**src/rtl/ultrasonic_control.sv**
```systemverilog
// ultrasonic_control: HC-SR04-style range controller; pulses the trigger, times the echo in us ticks.
// Optional echo timeout is compiled in when ULTRASONIC_TIMEOUT_EN is defined.
module ultrasonic_control #(
    parameter int unsigned CLK_DIV       = 100,
    parameter int unsigned TRIG_CYCLES   = 1000,
    parameter int unsigned PERIOD_CYCLES = 6_000_000,
    parameter int unsigned TIMEOUT_US    = 38000
) (
    input  logic        clk,
    input  logic        rst_n,
    input  logic        enable,
    input  logic        signal,
    output logic        start,
    output logic [15:0] value
);

    localparam int unsigned PRESC_W = (CLK_DIV > 1) ? $clog2(CLK_DIV) : 1;
    localparam int unsigned PER_W   = $clog2(PERIOD_CYCLES);

    localparam logic [PRESC_W-1:0] PRESC_LAST  = PRESC_W'(CLK_DIV - 1);
    localparam logic [PER_W-1:0]   TRIG_LAST   = PER_W'(TRIG_CYCLES - 1);
    localparam logic [PER_W-1:0]   PERIOD_LAST = PER_W'(PERIOD_CYCLES - 1);
`ifdef ULTRASONIC_TIMEOUT_EN
    localparam logic [15:0]        TIMEOUT_VAL = 16'(TIMEOUT_US);
`endif

    if (CLK_DIV < 1 || TRIG_CYCLES < 1 || PERIOD_CYCLES <= TRIG_CYCLES ||
        TIMEOUT_US < 1 || TIMEOUT_US > 65535) begin : g_bad_params
        $error("ultrasonic_control: inconsistent parameter set");
    end

    typedef enum logic [2:0] {
        S_IDLE,
        S_TRIGGER,
        S_WAIT_ECHO,
        S_MEASURE,
        S_HOLDOFF
    } state_t;

    state_t             r_state;
    logic               r_start;
    logic [15:0]        r_value;
    logic [PER_W-1:0]   r_period_cnt;
    logic [PRESC_W-1:0] r_presc;
    logic [15:0]        r_us_cnt;
    logic               r_sig_meta;
    logic               r_sig_s;
    logic               w_tick;
    logic               w_timing;

    assign start = r_start;
    assign value = r_value;

    // The echo pin is asynchronous to clk; nothing but r_sig_s may be used downstream.
    always_ff @(posedge clk or negedge rst_n) begin
        if (!rst_n) begin
            r_sig_meta <= 1'b0;
            r_sig_s    <= 1'b0;
        end else begin
            r_sig_meta <= signal;
            r_sig_s    <= r_sig_meta;
        end
    end

    assign w_tick   = (r_presc == PRESC_LAST);
    assign w_timing = (r_state == S_WAIT_ECHO) || (r_state == S_MEASURE);

    always_ff @(posedge clk or negedge rst_n) begin
        if (!rst_n) begin
            r_state      <= S_IDLE;
            r_start      <= 1'b0;
            r_value      <= 16'h0000;
            r_period_cnt <= '0;
            r_presc      <= '0;
            r_us_cnt     <= 16'h0000;
        end else begin
            if (r_state != S_IDLE && r_period_cnt != PERIOD_LAST)
                r_period_cnt <= r_period_cnt + PER_W'(1);

            if (w_timing) begin
                if (w_tick) begin
                    r_presc <= '0;
                    if (r_us_cnt != 16'hFFFF)
                        r_us_cnt <= r_us_cnt + 16'd1;
                end else begin
                    r_presc <= r_presc + PRESC_W'(1);
                end
            end

            // NOTE: the state decisions below are non-blocking and placed last, so any
            // counter clear they make overrides the free-running updates above.
            if (!enable) begin
                r_state      <= S_IDLE;
                r_start      <= 1'b0;
                r_period_cnt <= '0;
                r_presc      <= '0;
                r_us_cnt     <= 16'h0000;
            end else begin
                case (r_state)
                    S_IDLE: begin
                        r_state      <= S_TRIGGER;
                        r_start      <= 1'b1;
                        r_period_cnt <= '0;
                    end
                    S_TRIGGER: begin
                        if (r_period_cnt == TRIG_LAST) begin
                            r_state  <= S_WAIT_ECHO;
                            r_start  <= 1'b0;
                            r_presc  <= '0;
                            r_us_cnt <= 16'h0000;
                        end
                    end
                    S_WAIT_ECHO: begin
                        if (r_sig_s) begin
                            r_state  <= S_MEASURE;
                            r_presc  <= '0;
                            r_us_cnt <= 16'h0000;
                        end
`ifdef ULTRASONIC_TIMEOUT_EN
                        else if (r_us_cnt == TIMEOUT_VAL) begin
                            r_value <= 16'hFFFF;
                            r_state <= S_HOLDOFF;
                        end
`endif
                    end
                    S_MEASURE: begin
                        if (!r_sig_s) begin
                            r_value <= r_us_cnt;
                            r_state <= S_HOLDOFF;
                        end
`ifdef ULTRASONIC_TIMEOUT_EN
                        else if (r_us_cnt == TIMEOUT_VAL) begin
                            r_value <= 16'hFFFF;
                            r_state <= S_HOLDOFF;
                        end
`endif
                    end
                    S_HOLDOFF: begin
                        // An echo that overran the period arrives here already saturated.
                        if (r_period_cnt == PERIOD_LAST) begin
                            r_state      <= S_TRIGGER;
                            r_start      <= 1'b1;
                            r_period_cnt <= '0;
                        end
                    end
                    default: begin
                        r_state <= S_IDLE;
                        r_start <= 1'b0;
                    end
                endcase
            end
        end
    end

endmodule

```
**config.mk**
```make
export PLATFORM = sky130hd
export DESIGN_NAME = ultrasonic_control
export DESIGN_NICKNAME = d
export VERILOG_FILES = /design/src/rtl/ultrasonic_control.sv
export SDC_FILE = /design/constraint.sdc
export NUM_CORES = 1
export LEC_CHECK = 0
export ABC_CLOCK_PERIOD_IN_PS = 4400
export BUFFER_PORTS_ARGS = -buffer_cell sky130_fd_sc_hd__buf_2
export CAP_MARGIN = 10
export CORE_MARGIN = 4
export CORE_UTILIZATION = 23
export DETAILED_ROUTE_END_ITERATION = 10
export PLACE_DENSITY_LB_ADDON = 0.3
export SLEW_MARGIN = 25
export SYNTH_ARGS = -nofsm -noshare
export SYNTH_HDL_FRONTEND = slang
export SYNTH_SLANG_ARGS = --single-unit
```
**constraint.sdc**
```tcl
create_clock -name clk -period 4.4 [get_ports clk]
set_clock_uncertainty 0.15 [all_clocks]
set_input_delay 0 -clock clk [delete_from_list [all_inputs] [get_ports clk]]
set_output_delay 0 -clock clk [all_outputs]
set_load 0.02 [all_outputs]
```
======== Word level (Yosys, flattened, before mapping) ========
Index checks and enable logic that the tools add are counted.
storage, ports and cells
  output and inout port bits .............. 17
  logic and storage cells ................. 61
  bits of input ports ..................... 4
  register bits after elaboration ......... 68
operators by class
  $add $sub $neg .......................... 3
  reduce and logical (&&, ||, !) cells .... 8
  equal/unequal tests ..................... 14
  mux-type cells .......................... 27
  bitwise operators ....................... 1
operators by type and width
  kind                                                                count
  16-bit 2-to-1 mux                                                   6
  23-bit 2-to-1 mux                                                   3
  23-bit case mux with 2 select lines                                 1
  7-bit 2-to-1 mux                                                    5
  16-bit case mux with 2 select lines                                 1
  23-bit by 1-bit adder with 23-bit output (second input constant)    1
  23-bit by 10-bit == test with 1-bit output (second input constant)  1
  23-bit == test (second input constant)                              1
  23-bit inequality test (second input constant)                      1
  16-bit by 1-bit adder with 16-bit output (second input constant)    1
  16-bit inequality test (second input constant)                      1
  3-bit 2-to-1 mux                                                    5
  3-bit case mux with 5 select lines                                  1
  7-bit case mux with 2 select lines                                  1
  3-bit inequality test (second input constant)                       4
  7-bit by 1-bit adder with 7-bit output (second input constant)      1
  7-bit == test (second input constant)                               1
  3-bit by 2-bit == test with 1-bit output (second input constant)    2
  3-bit AND reduction                                                 2
  1-bit case mux with 4 select lines                                  1
  4-bit AND reduction                                                 1
  3-bit by 1-bit == test with 1-bit output (second input constant)    1
  3-bit == test (second input constant)                               1
  3-bit logical NOT                                                   1
  7 further kinds                                                     9

======== Longest topological paths before layout ========
Gate-level depths: netlist of run 1.
  word-level depth ........................ 7
  gate-level depth with buffers ........... 8
  gate-level depth less buffers ........... 6

======== Least setup slack after synthesis of run 1 ========
OpenSTA, ideal clock, no wires.
  path type ............................... flip-flop to flip-flop
  start point ............................. register r_period_cnt[12]
  end point ............................... register r_period_cnt[10]
  arrival ................................. 2.068 ns
  cell stages (with the launch flop) ...... 7
  data required time ...................... 4.120 ns
  setup time .............................. 0.130 ns
  period minus slack after synthesis ...... 2.348 ns
  buffers on the path ..................... 1
  path slack .............................. 2.052 ns
  path through ............................ dfrtp_1 -> or4_4 -> or4_4 -> o21ai_2 -> a21o_2 -> clkbuf_8 -> a21oi_1
between the ends
  cells in the longest elaborated chain, start to end .. 6
  elaborated cells between the ends (all ways) .. 7
  those cells by class .................... 2 x eq/ne; 4 x mux; 1 x reduce/logical
ends and longest elaborated chain
  element                                  line  RTL
  start: declaration                       43    logic [PER_W-1:0] r_period_cnt;
  start signal: assignment                 78    r_period_cnt <= r_period_cnt + PER_W'(1);
  23-bit inequality test                   77    if (r_state != S_IDLE && r_period_cnt != PERIOD_LAST)
  1-bit logical AND                        77
  23-bit 2-to-1 mux                        77
  23-bit 2-to-1 mux                        140   if (r_period_cnt == PERIOD_LAST) begin
  23-bit case mux with 2 select lines (*)  99    case (r_state)
  23-bit 2-to-1 mux (*)                    92    if (!enable) begin
Every way passes the cells marked *; elsewhere a longest branch is shown, timed or not.
A chain may end at the register's enable or synchronous reset.

======== Worst setup path after layout of run 1 ========
  start point ............................. register r_period_cnt[12]
  end point ............................... register r_period_cnt[13]
between the ends
  cells in the longest elaborated chain, start to end .. 6
  elaborated cells between the ends (all ways) .. 8
  those cells by class .................... 1 x add/sub; 2 x eq/ne; 4 x mux; 1 x reduce/logical
ends and longest elaborated chain
  element                                                                                           line
  parallel branches: the longest is 4 deep, another holds 23-bit by 1-bit adder with 23-bit output  n/a
  23-bit case mux with 2 select lines (*)                                                           99
  23-bit 2-to-1 mux (*)                                                                             92
Every way passes the cells marked *.

==> results of run 1 <==
[power groups by stage]
stage,Clock [mW],Sequential (mW),Combinational [mW]
final,0.841,0.632,0.0381
after global routing,0.887,0.632,0.0442
after CTS,0.863,0.632,0.0398
after detailed placement,0,0.644,0.0377
after global placement,0,0.643,0.0368
after floorplan,0,0.644,0.0179
[worst min-delay path by stage]
stage	end	cells after the start
after global placement	value[9]$_DFFE_PN0P_	1
after floorplan	r_period_cnt[0]$_DFF_PN0_	0
after detailed placement	r_sig_meta$_DFF_PN0_	1
final	value[11]$_DFFE_PN0P_	2
after CTS	r_sig_meta$_DFF_PN0_	2
after global routing	r_sig_meta$_DFF_PN0_	2
[through the flow]
stage	setup WS [ps]	cell area [um^2]
detailed placement	1770	3700
CTS	1780	4080
global placement	1810	3700
global route	1530	4080
finish	1790	4080
floorplan	2050	3440
[final cells by class]
type                            count  share of cell area [%]
Clock buffer                       10                    5.86
Sequential cell                    68                    41.7
Tap cell                          184                    5.65
Multi-Input combinational cell    258                    40.0
Timing Repair Buffer               24                    3.38
Inverter                            7                   0.644
Clock inverter                      6                    2.73
[flip-flops by register name (all words and copies together) (netlist names)]
register and flops:
r_state 3, r_period_cnt 23, r_us_cnt 16, r_sig_meta 1, r_sig_s 1, r_presc 7
value 16, start 1
[logic make-up after synthesis]
logic type | after synthesis | synth area share (%)
buf+inv | 19 | 3.09
flops | 68 | 49.5
simple gates | 161 | 25.3
xor+xnor | 21 | 5.35
mux | 18 | 5.78
fa+ha+maj | 3 | 1.09
compound gates | 55 | 9.89
[routing by layer]
layer  share of wire [%]  up-vias
li1                    -     1297
met2                  46       45
met5                   0        -
met3                 3.1        9
met1                  50     1326
met4                 1.7        0
[cells in the final DEF, fill, tap and decap left out, drive strengths merged, types with 3 or more instances in the layout]
cell type	instances
nor3	10
nor4	6
buf	21
inv	7
xor2	6
nand2	26
and4	4
nor2b	3
or2	3
and2	3
a31oi	3
o31ai	6
mux2i	3
bufinv	3
nand3	19
dlygate4sd3	3
a21oi	21
or3	15
and3	7
mux2	15
ha	3
o21ai	16
xnor2	15
or4	8
a21o	3
nor2	39
clkbuf	10
dfrtp	68
nand4	11
[cell usage after synthesis, drive strengths merged (7+ instances only)]
library cell | instances | share of area (%)
dfrtp | 68 | 49
nor2 | 39 | 4.3
nor3 | 10 | 1.5
xnor2 | 15 | 3.8
inv | 7 | 0.76
a21oi | 21 | 3.1
o21ai | 16 | 2.8
nand4 | 11 | 2.0
nand3 | 19 | 2.8
and3 | 7 | 1.3
mux2 | 15 | 4.9
or3 | 15 | 2.9
nand2 | 26 | 2.8
or4 | 8 | 2.0
[repair_timing]
action                                 4_1_cts  5_1_grt
endpoints found under the hold margin       38        0
buffers inserted                             0        0
hold buffers                                 3        0
resized for setup                            0        0
==> flow_summary.json, run 1 <==
{
  "status": "finished, final reports clean",
  "met2_usage_pct": 14.3,
  "hold-worst-slack_ps": 133,
  "worstSetupEndpoint": "r_period_cnt[13]$_DFF_PN0_",
  "path_depth": 5,
  "ys_async_sr_fraction_pct": 100,
  "ys.flop_type": "dfrtp_1",
  "chipWidth_um": 130,
  "cts.clk_slew.worst_paths_ps": 60,
  "p_seq_share_pct": 41.8,
  "regToRegStartpoint": "r_period_cnt[12]$_DFF_PN0_",
  "slowest_stage": "or4_4",
  "ys_warn_count": 0,
  "path_class": "flop to flop",
  "worst-r2r-setup-slack_ps": 1790,
  "final_util_pct": 28.0,
  "rows": 44,
  "reg2regPathDepth": 5,
  "synth_edf_count": 0,
  "power.switching_mw": 0.305,
  "grt_pass1_vias": 2613,
  "end_kind": "flop",
  "area_growth_pct": 18.6,
  "grt_usage_pct": 9.42,
  "critical_path.max_fanout": 23,
  "dieHeight_um": 130,
  "yosysSeqAreaShare_pct": 49.5,
  "tightest_slew_ps": 818,
  "grt_max_degree": 36,
  "start_util_pct": 23.6,
  "grt_setup_unrepaired": "no",
  "antenna_found_initial": 0,
  "period_minus_slack_ps": 2610,
  "multi_input_area_mm2": 0.00163,
  "yosys_register_bits": 68,
  "drv_cap": 0,
  "setup_tns_ps": 0,
  "path_cells": "or4_4, or4_4, o21ai_2, a21o_2, nor2_1",
  "pwr-share-comb_pct": 2.5,
  "numPortBuffers": 20,
  "core_mm2": 0.0146,
  "first_iter_violations": 133,
  "antenna_cells": 0,
  "drc": 0,
  "final_max_slew_viol_count": 0,
  "gr-total-overflow": 0,
  "ios": 21,
  "dp_cells": 538,
  "avgRoutedWirePerCell_um": 13.7,
  "p_sw_share_pct": 20.2,
  "cts_tree": "done",
  "place.gp.congestion": 0.776,
  "hp-class": "input pin to async pin",
  "worst-path-buf-inv": 0,
  "ir_drop_uv": 137,
  "wl_mm": 7.60,
  "met3_usage_pct": 2.13,
  "h-tree-depth": 3,
  "clockBufferDepth": 2,
  "cpPeakStageDelay_ps": 590,
  "maxSlewHeadroom_pct": 45.5,
  "cts_buffers": 9,
  "synth_nets": 352,
  "clock.fmax_mhz": 383,
  "ff_latch_area_mm2": 0.00170,
  "antenna_left": 0,
  "r2r_end": "r_period_cnt[13]$_DFF_PN0_",
  "grt_util_met1_pct": 13.0,
  "synth.distinct_cells": 50,
  "crit_arrival_ps": 2650,
  "routed_via_density": 4.81,
  "drt_first_pass_iters": 4,
  "syn-cell-area_mm2": 0.00344,
  "crit_start": "r_period_cnt[12]$_DFF_PN0_",
  "fin_crit_sh_pct": 59.3,
  "clock_latency_ps": 330,
  "p_int_mw": 1.21,
  "finalHoldViolations": 0,
  "critPathLaunchType": "flop",
  "final_nets": 375,
  "synth_cells": 345,
  "grt_busiest_layer": "met2",
  "cts.sinks": 68,
  "final_cells": 557,
  "crit_required_ps": 4440,
  "power_density_mw_per_mm2": 371,
  "power.leakage_nw": 1.68,
  "clockRootBuffer": "clkbuf_16",
  "grt_pass1_wl_mm": 13.0,
  "dieArea_mm2": 0.0170,
  "finalSetupViolations": 0,
  "drive_above_1_share_pct": 19.8,
  "nFillCells": 1497,
  "num_vias": 2677,
  "cp_top_family": "simple AND/OR/NAND/NOR gates",
  "total_power_mw": 1.51,
  "clock_power_share_pct": 55.7,
  "place_hpwl_mm": 5.21,
  "avgSynthCellArea_um2": 9.97,
  "worst_path_most_repeated_cell": "or4_4"
}
(Power assumes the default switching activity.)
==> run 2: changes to the inputs <==
Settings changed: ABC_CLOCK_PERIOD_IN_PS 4400 to 2500.
Clock period 4.4 ns to 2.5 ns, I/O delays scaled along.
==> run 2 against run 1 <==
Effect of this change:
- worst setup slack got worse by 1600 ps
- register-to-register slack got worse by 1600 ps
- design area increased by 3.6%
- total power increased by 68%
- sequential cell count unchanged
- count of clock-buffer cells in the layout increased by 1
- combinational power increased by 110%
- utilization increased by 0.99 points
- worst hold slack got worse by 32 ps
- first-iteration DRC count decreased by 18%
- maximum frequency increased by 11%
- largest cell class unchanged
==> flow_summary.json, run 2 (same netlist as run 1, synthesis figures left out) <==
{
  "h-tree-depth": 3,
  "cts_tree": "done",
  "clock_power_share_pct": 53.1,
  "power_density_mw_per_mm2": 603,
  "largest_register_ffs": 23,
  "final_nets": 392,
  "clock_latency_ps": 330,
  "setup_tns_ps": 0,
  "drv_cap": 0,
  "antenna_found_initial": 0,
  "rows": 44,
  "num_vias": 2711,
  "routed_via_density": 4.72,
  "antenna_left": 0,
  "chipWidth_um": 130,
  "finalSetupViolations": 0,
  "period_minus_slack_ps": 2350,
  "grt_setup_unrepaired": "no",
  "finalHoldViolations": 0,
  "nFillCells": 1513,
  "met3_usage_pct": 2.37,
  "first_iter_violations": 109,
  "p_sw_share_pct": 20.3,
  "hp-class": "input pin to async pin",
  "start_util_pct": 23.6,
  "drt_first_pass_iters": 4,
  "grt_max_degree": 42,
  "dieArea_mm2": 0.0170,
  "drc": 0,
  "ios": 21,
  "grt_pass1_wl_mm": 13.0,
  "drive_above_1_share_pct": 23.1,
  "critPathLaunchType": "flop",
  "gr-total-overflow": 0,
  "area_growth_pct": 22.8,
  "most-common-layout-cells": "dfrtp_1, nor2_1, nand2_1",
  "cts_buffers": 9,
  "clockRootBuffer": "clkbuf_16",
  "final_common_cell": "dfrtp_1",
  "met2_usage_pct": 14.9,
  "ctsResizeCount": 0,
  "clock.fmax_mhz": 425,
  "final_max_slew_viol_count": 0,
  "p_int_mw": 2.03,
  "cts.sinks": 68,
  "status": "finished, final reports clean",
  "grt_util_met1_pct": 12.4,
  "antenna_cells": 0,
  "power.leakage_nw": 1.77,
  "core_mm2": 0.0146,
  "fin_crit_sh_pct": 94.1,
  "tightest_slew_ps": 823,
  "wl_mm": 7.57,
  "grt_busiest_layer": "met2",
  "place_hpwl_mm": 5.28,
  "path_class": "flop to flop",
  "p_seq_share_pct": 43.7,
  "ir_drop_uv": 369,
  "numPortBuffers": 20,
  "top_register": "r_period_cnt",
  "grt_usage_pct": 9.49,
  "power.switching_mw": 0.516,
  "dieHeight_um": 130,
  "maxSlewHeadroom_pct": 45.1,
  "crit_arrival_ps": 2410,
  "place.gp.congestion": 0.783,
  "grt_pass1_vias": 2720,
  "clockBufferDepth": 2,
  "end_kind": "flop",
  "critical_path.max_fanout": 23,
  "avgRoutedWirePerCell_um": 13.2,
  "cts.clk_slew.worst_paths_ps": 50,
  "crit_required_ps": 2560,
  "pwr-share-comb_pct": 3.1,
  "hold-worst-slack_ps": 101
}
## run 2: power groups by stage
stage / registers (mW) / logic (mW) / clock network [mW]
final: 1.11 / 0.0799 / 1.35
after global routing: 1.11 / 0.0902 / 1.43
after CTS: 1.11 / 0.0791 / 1.39
after detailed placement: 1.13 / 0.0751 / 0
after global placement: 1.13 / 0.0743 / 0
after floorplan: 1.13 / 0.0314 / 0
## run 2: per-stage QoR
step	cells	instance area (um^2)	util, %	setup slack (ps)	total power [mW]
after floorplan	345	3440	-	152	1.17
after global placement	554	3850	26.4	101	1.21
after detailed placement	554	3850	26.4	79.6	1.21
after CTS	573	4200	28.8	73.6	2.58
after global routing	574	4220	28.9	51.4	2.64
final	574	4220	28.9	147	2.55
## run 2: layout make-up
type,count,area (um^2),share of cell area (%)
clock buffers,11,243,5.75
clock inverters,5,75.1,1.78
inverters,7,26.3,0.622
multi-input cells,258,1630,38.6
flip-flops and latches,68,1700,40.3
well taps,184,230,5.45
repair buffers,41,315,7.47
## run 2: path summary, 6_finish.rpt
kind | to | cells after the start | start | slack (ps)
setup / recovery | r_period_cnt[3]$_DFF_PN0_ | 6 | r_period_cnt[13]$_DFF_PN0_ | 150
hold / removal | value[10]$_DFFE_PN0P_ | 2 | rst_n | 100
setup reg to reg | r_period_cnt[3]$_DFF_PN0_ | 6 | r_period_cnt[13]$_DFF_PN0_ | 150
hold reg to reg | r_sig_s$_DFF_PN0_ | 0 | r_sig_meta$_DFF_PN0_ | 200
max in group asynchronous | r_period_cnt[21]$_DFF_PN0_ | 3 | rst_n | 1440
min in group clk | r_sig_meta$_DFF_PN0_ | 2 | signal | 170
## run 2: per-layer routing
layer | routed length [um] | vias up
li1 | - | 1330
met1 | 3670 | 1334
met2 | 3570 | 37
met3 | 204 | 10
met4 | 130 | 0
met5 | 0 | -
## run 2: timing repair
| item | 4_1_cts | 5_1_grt |
|---|---|---|
| setup buffers | 0 | 1 |
| setup endpoints to repair | 0 | 5 |
| hold endpoints to repair | 32 | 0 |
| hold buffers | 3 | 0 |
## run 2: worst max-delay path, stage by stage (launching register included)
cell and delay [ps]:
dfrtp_1 400, or4_4 540, or4_4 580, o21ai_2 180
a21o_2 170, buf_12 160, a21oi_1 60
==> run 3: changes to the inputs <==
--- a/config.mk
+++ b/config.mk
@@ -11,3 +11,3 @@
 export CORE_MARGIN = 4
-export CORE_UTILIZATION = 23
+export CORE_UTILIZATION = 30
 export DETAILED_ROUTE_END_ITERATION = 10
--- a/constraint.sdc
+++ b/constraint.sdc
@@ -4,2 +4,2 @@
 set_output_delay 0 -clock clk [all_outputs]
-set_load 0.02 [all_outputs]
+set_load 0.005 [all_outputs]
==> run 3 against run 2 <==
Effect of this change:
- via count down 0.52%
- critical path type unchanged
- combinational power down 5.4%
- first-iteration DRC count up 9.2%
- sequential power about the same
- global-route usage up 2.8 points
- largest cell class unchanged
- count of clock-buffer cells in the layout down 1
==> flow_summary.json, run 3 (same netlist as run 1, synthesis figures left out) <==
{
  "place.gp.congestion": 0.815,
  "clock.fmax_mhz": 421,
  "power.leakage_nw": 1.76,
  "largest_register_ffs": 23,
  "p_sw_share_pct": 20.4,
  "grt_pass1_wl_mm": 13.0,
  "clockBufferDepth": 2,
  "total_power_mw": 2.51,
  "reg2regPathDepth": 6,
  "p_seq_share_pct": 44.4,
  "grt_max_degree": 69,
  "critPathLaunchType": "flop",
  "avgRoutedWirePerCell_um": 14.1,
  "ctsResizeCount": 0,
  "num_vias": 2697,
  "r2r_end": "r_period_cnt[3]$_DFF_PN0_",
  "drc": 0,
  "finalSetupViolations": 0,
  "ir_drop_uv": 342,
  "cts_tree": "done",
  "gr-total-overflow": 0,
  "antenna_cells": 0,
  "grt_pass1_vias": 2680,
  "final_common_cell": "dfrtp_1",
  "routed_via_density": 5.09,
  "maxSlewHeadroom_pct": 60.8,
  "hp-class": "input pin to async pin",
  "antenna_left": 0,
  "critical_path.max_fanout": 23,
  "final_max_slew_viol_count": 0,
  "first_iter_violations": 119,
  "cts.clk_slew.worst_paths_ps": 50,
  "path_class": "flop to flop",
  "dieHeight_um": 115,
  "nFillCells": 1110,
  "clock_latency_ps": 330,
  "drv_cap": 0,
  "clockRootBuffer": "clkbuf_16",
  "h-tree-depth": 3,
  "rows": 38,
  "end_kind": "flop",
  "regToRegStartpoint": "r_period_cnt[13]$_DFF_PN0_",
  "drive_above_1_share_pct": 23.1,
  "drt_first_pass_iters": 4,
  "cts_buffers": 9,
  "power.switching_mw": 0.511,
  "clock_power_share_pct": 52.6,
  "wl_mm": 7.46,
  "dieArea_mm2": 0.0132,
  "tightest_slew_ps": 582,
  "antenna_found_initial": 0,
  "finalHoldViolations": 0,
  "numPortBuffers": 20,
  "fin_crit_sh_pct": 95.0,
  "chipWidth_um": 115,
  "start_util_pct": 31.2,
  "worst-r2r-setup-slack_ps": 130,
  "area_growth_pct": 20.7,
  "crit_arrival_ps": 2430,
  "cts.sinks": 68,
  "period_minus_slack_ps": 2370,
  "crit_required_ps": 2560,
  "p_int_mw": 2.00,
  "place_hpwl_mm": 5.12,
  "pwr-share-comb_pct": 3.0,
  "ios": 21,
  "grt_setup_unrepaired": "no",
  "grt_usage_pct": 12.3,
  "status": "finished, final reports clean",
  "core_mm2": 0.0110,
  "setup_tns_ps": 0,
  "power_density_mw_per_mm2": 604,
  "top_register": "r_period_cnt",
  "final_nets": 393,
  "most-common-layout-cells": "dfrtp_1, nor2_1, nand2_1"
}
==> run 3: cell count changes in the layout (fill, tap and decap cells not counted), sizes merged <==
cell and change:
clkbuf -1, buf +1, clkinvlp +1, clkinv -1
==> run 3: area by class of cell <==
| cell class | count | area, um^2 | share of cell area, % |
|---|---|---|---|
| sequential | 68 | 1700 | 41.0 |
| multi-input combinational | 258 | 1630 | 39.3 |
| timing repair buffer | 42 | 310 | 7.47 |
| tap | 140 | 175 | 4.22 |
| clock inverter | 5 | 77.6 | 1.87 |
| inverter | 7 | 26.3 | 0.633 |
| clock buffer | 10 | 229 | 5.52 |
==> run 3: worst max-delay path: stages (launching register included) <==
cell,delay [ps]
dfrtp_1,400
or4_4,540
or4_4,580
o21ai_2,190
a21o_2,170
buf_12,160
a21oi_1,60
==> run 3: what timing repair did <==
item,in CTS,in global routing
hold buffers,3,0
hold endpoints to repair,73,0
buffers inserted,0,0
==> run 3: how the worst max path moves through the flow <==
stage                                          start                          to  cells past startpoint
after CTS                 r_period_cnt[13]$_DFF_PN0_   r_period_cnt[3]$_DFF_PN0_                      6
final                     r_period_cnt[13]$_DFF_PN0_   r_period_cnt[3]$_DFF_PN0_                      6
after detailed placement  r_period_cnt[13]$_DFF_PN0_   r_period_cnt[3]$_DFF_PN0_                      6
after floorplan           r_period_cnt[12]$_DFF_PN0_  r_period_cnt[10]$_DFF_PN0_                      6
after global routing      r_period_cnt[13]$_DFF_PN0_   r_period_cnt[3]$_DFF_PN0_                      6
after global placement    r_period_cnt[13]$_DFF_PN0_   r_period_cnt[9]$_DFF_PN0_                      6
==> run 3: stage by stage <==
step	instances	util [%]	setup slack, ps	hold slack (ps)	area [um^2]
floorplan	345	-	152	-446	3440
detailed placement	512	34.6	123	-96.7	3810
finish	530	37.6	126	70.7	4150
CTS	530	37.6	123	98.9	4150
global route	530	37.6	44.9	147	4150
global placement	512	34.6	164	-101	3810
==> run 3: per-layer routing <==
| layer | up-vias | global-route usage [%] | part of all wire [%] |
|---|---|---|---|
| li1 | 1341 | - | - |
| met1 | 1301 | 16.8 | 48 |
| met2 | 43 | 18.6 | 45 |
| met3 | 12 | 3.00 | 4.3 |
| met4 | 0 | 5.48 | 2.1 |
| met5 | - | 0 | 0 |
==> run 3: power by group through the flow <==
stage               clock network, mW  logic, mW  registers, mW
global placement                    0     0.0739           1.13
CTS                              1.34     0.0789           1.11
global route                     1.40     0.0876           1.11
finish                           1.32     0.0756           1.11
floorplan                           0     0.0315           1.13
detailed placement                  0     0.0752           1.13
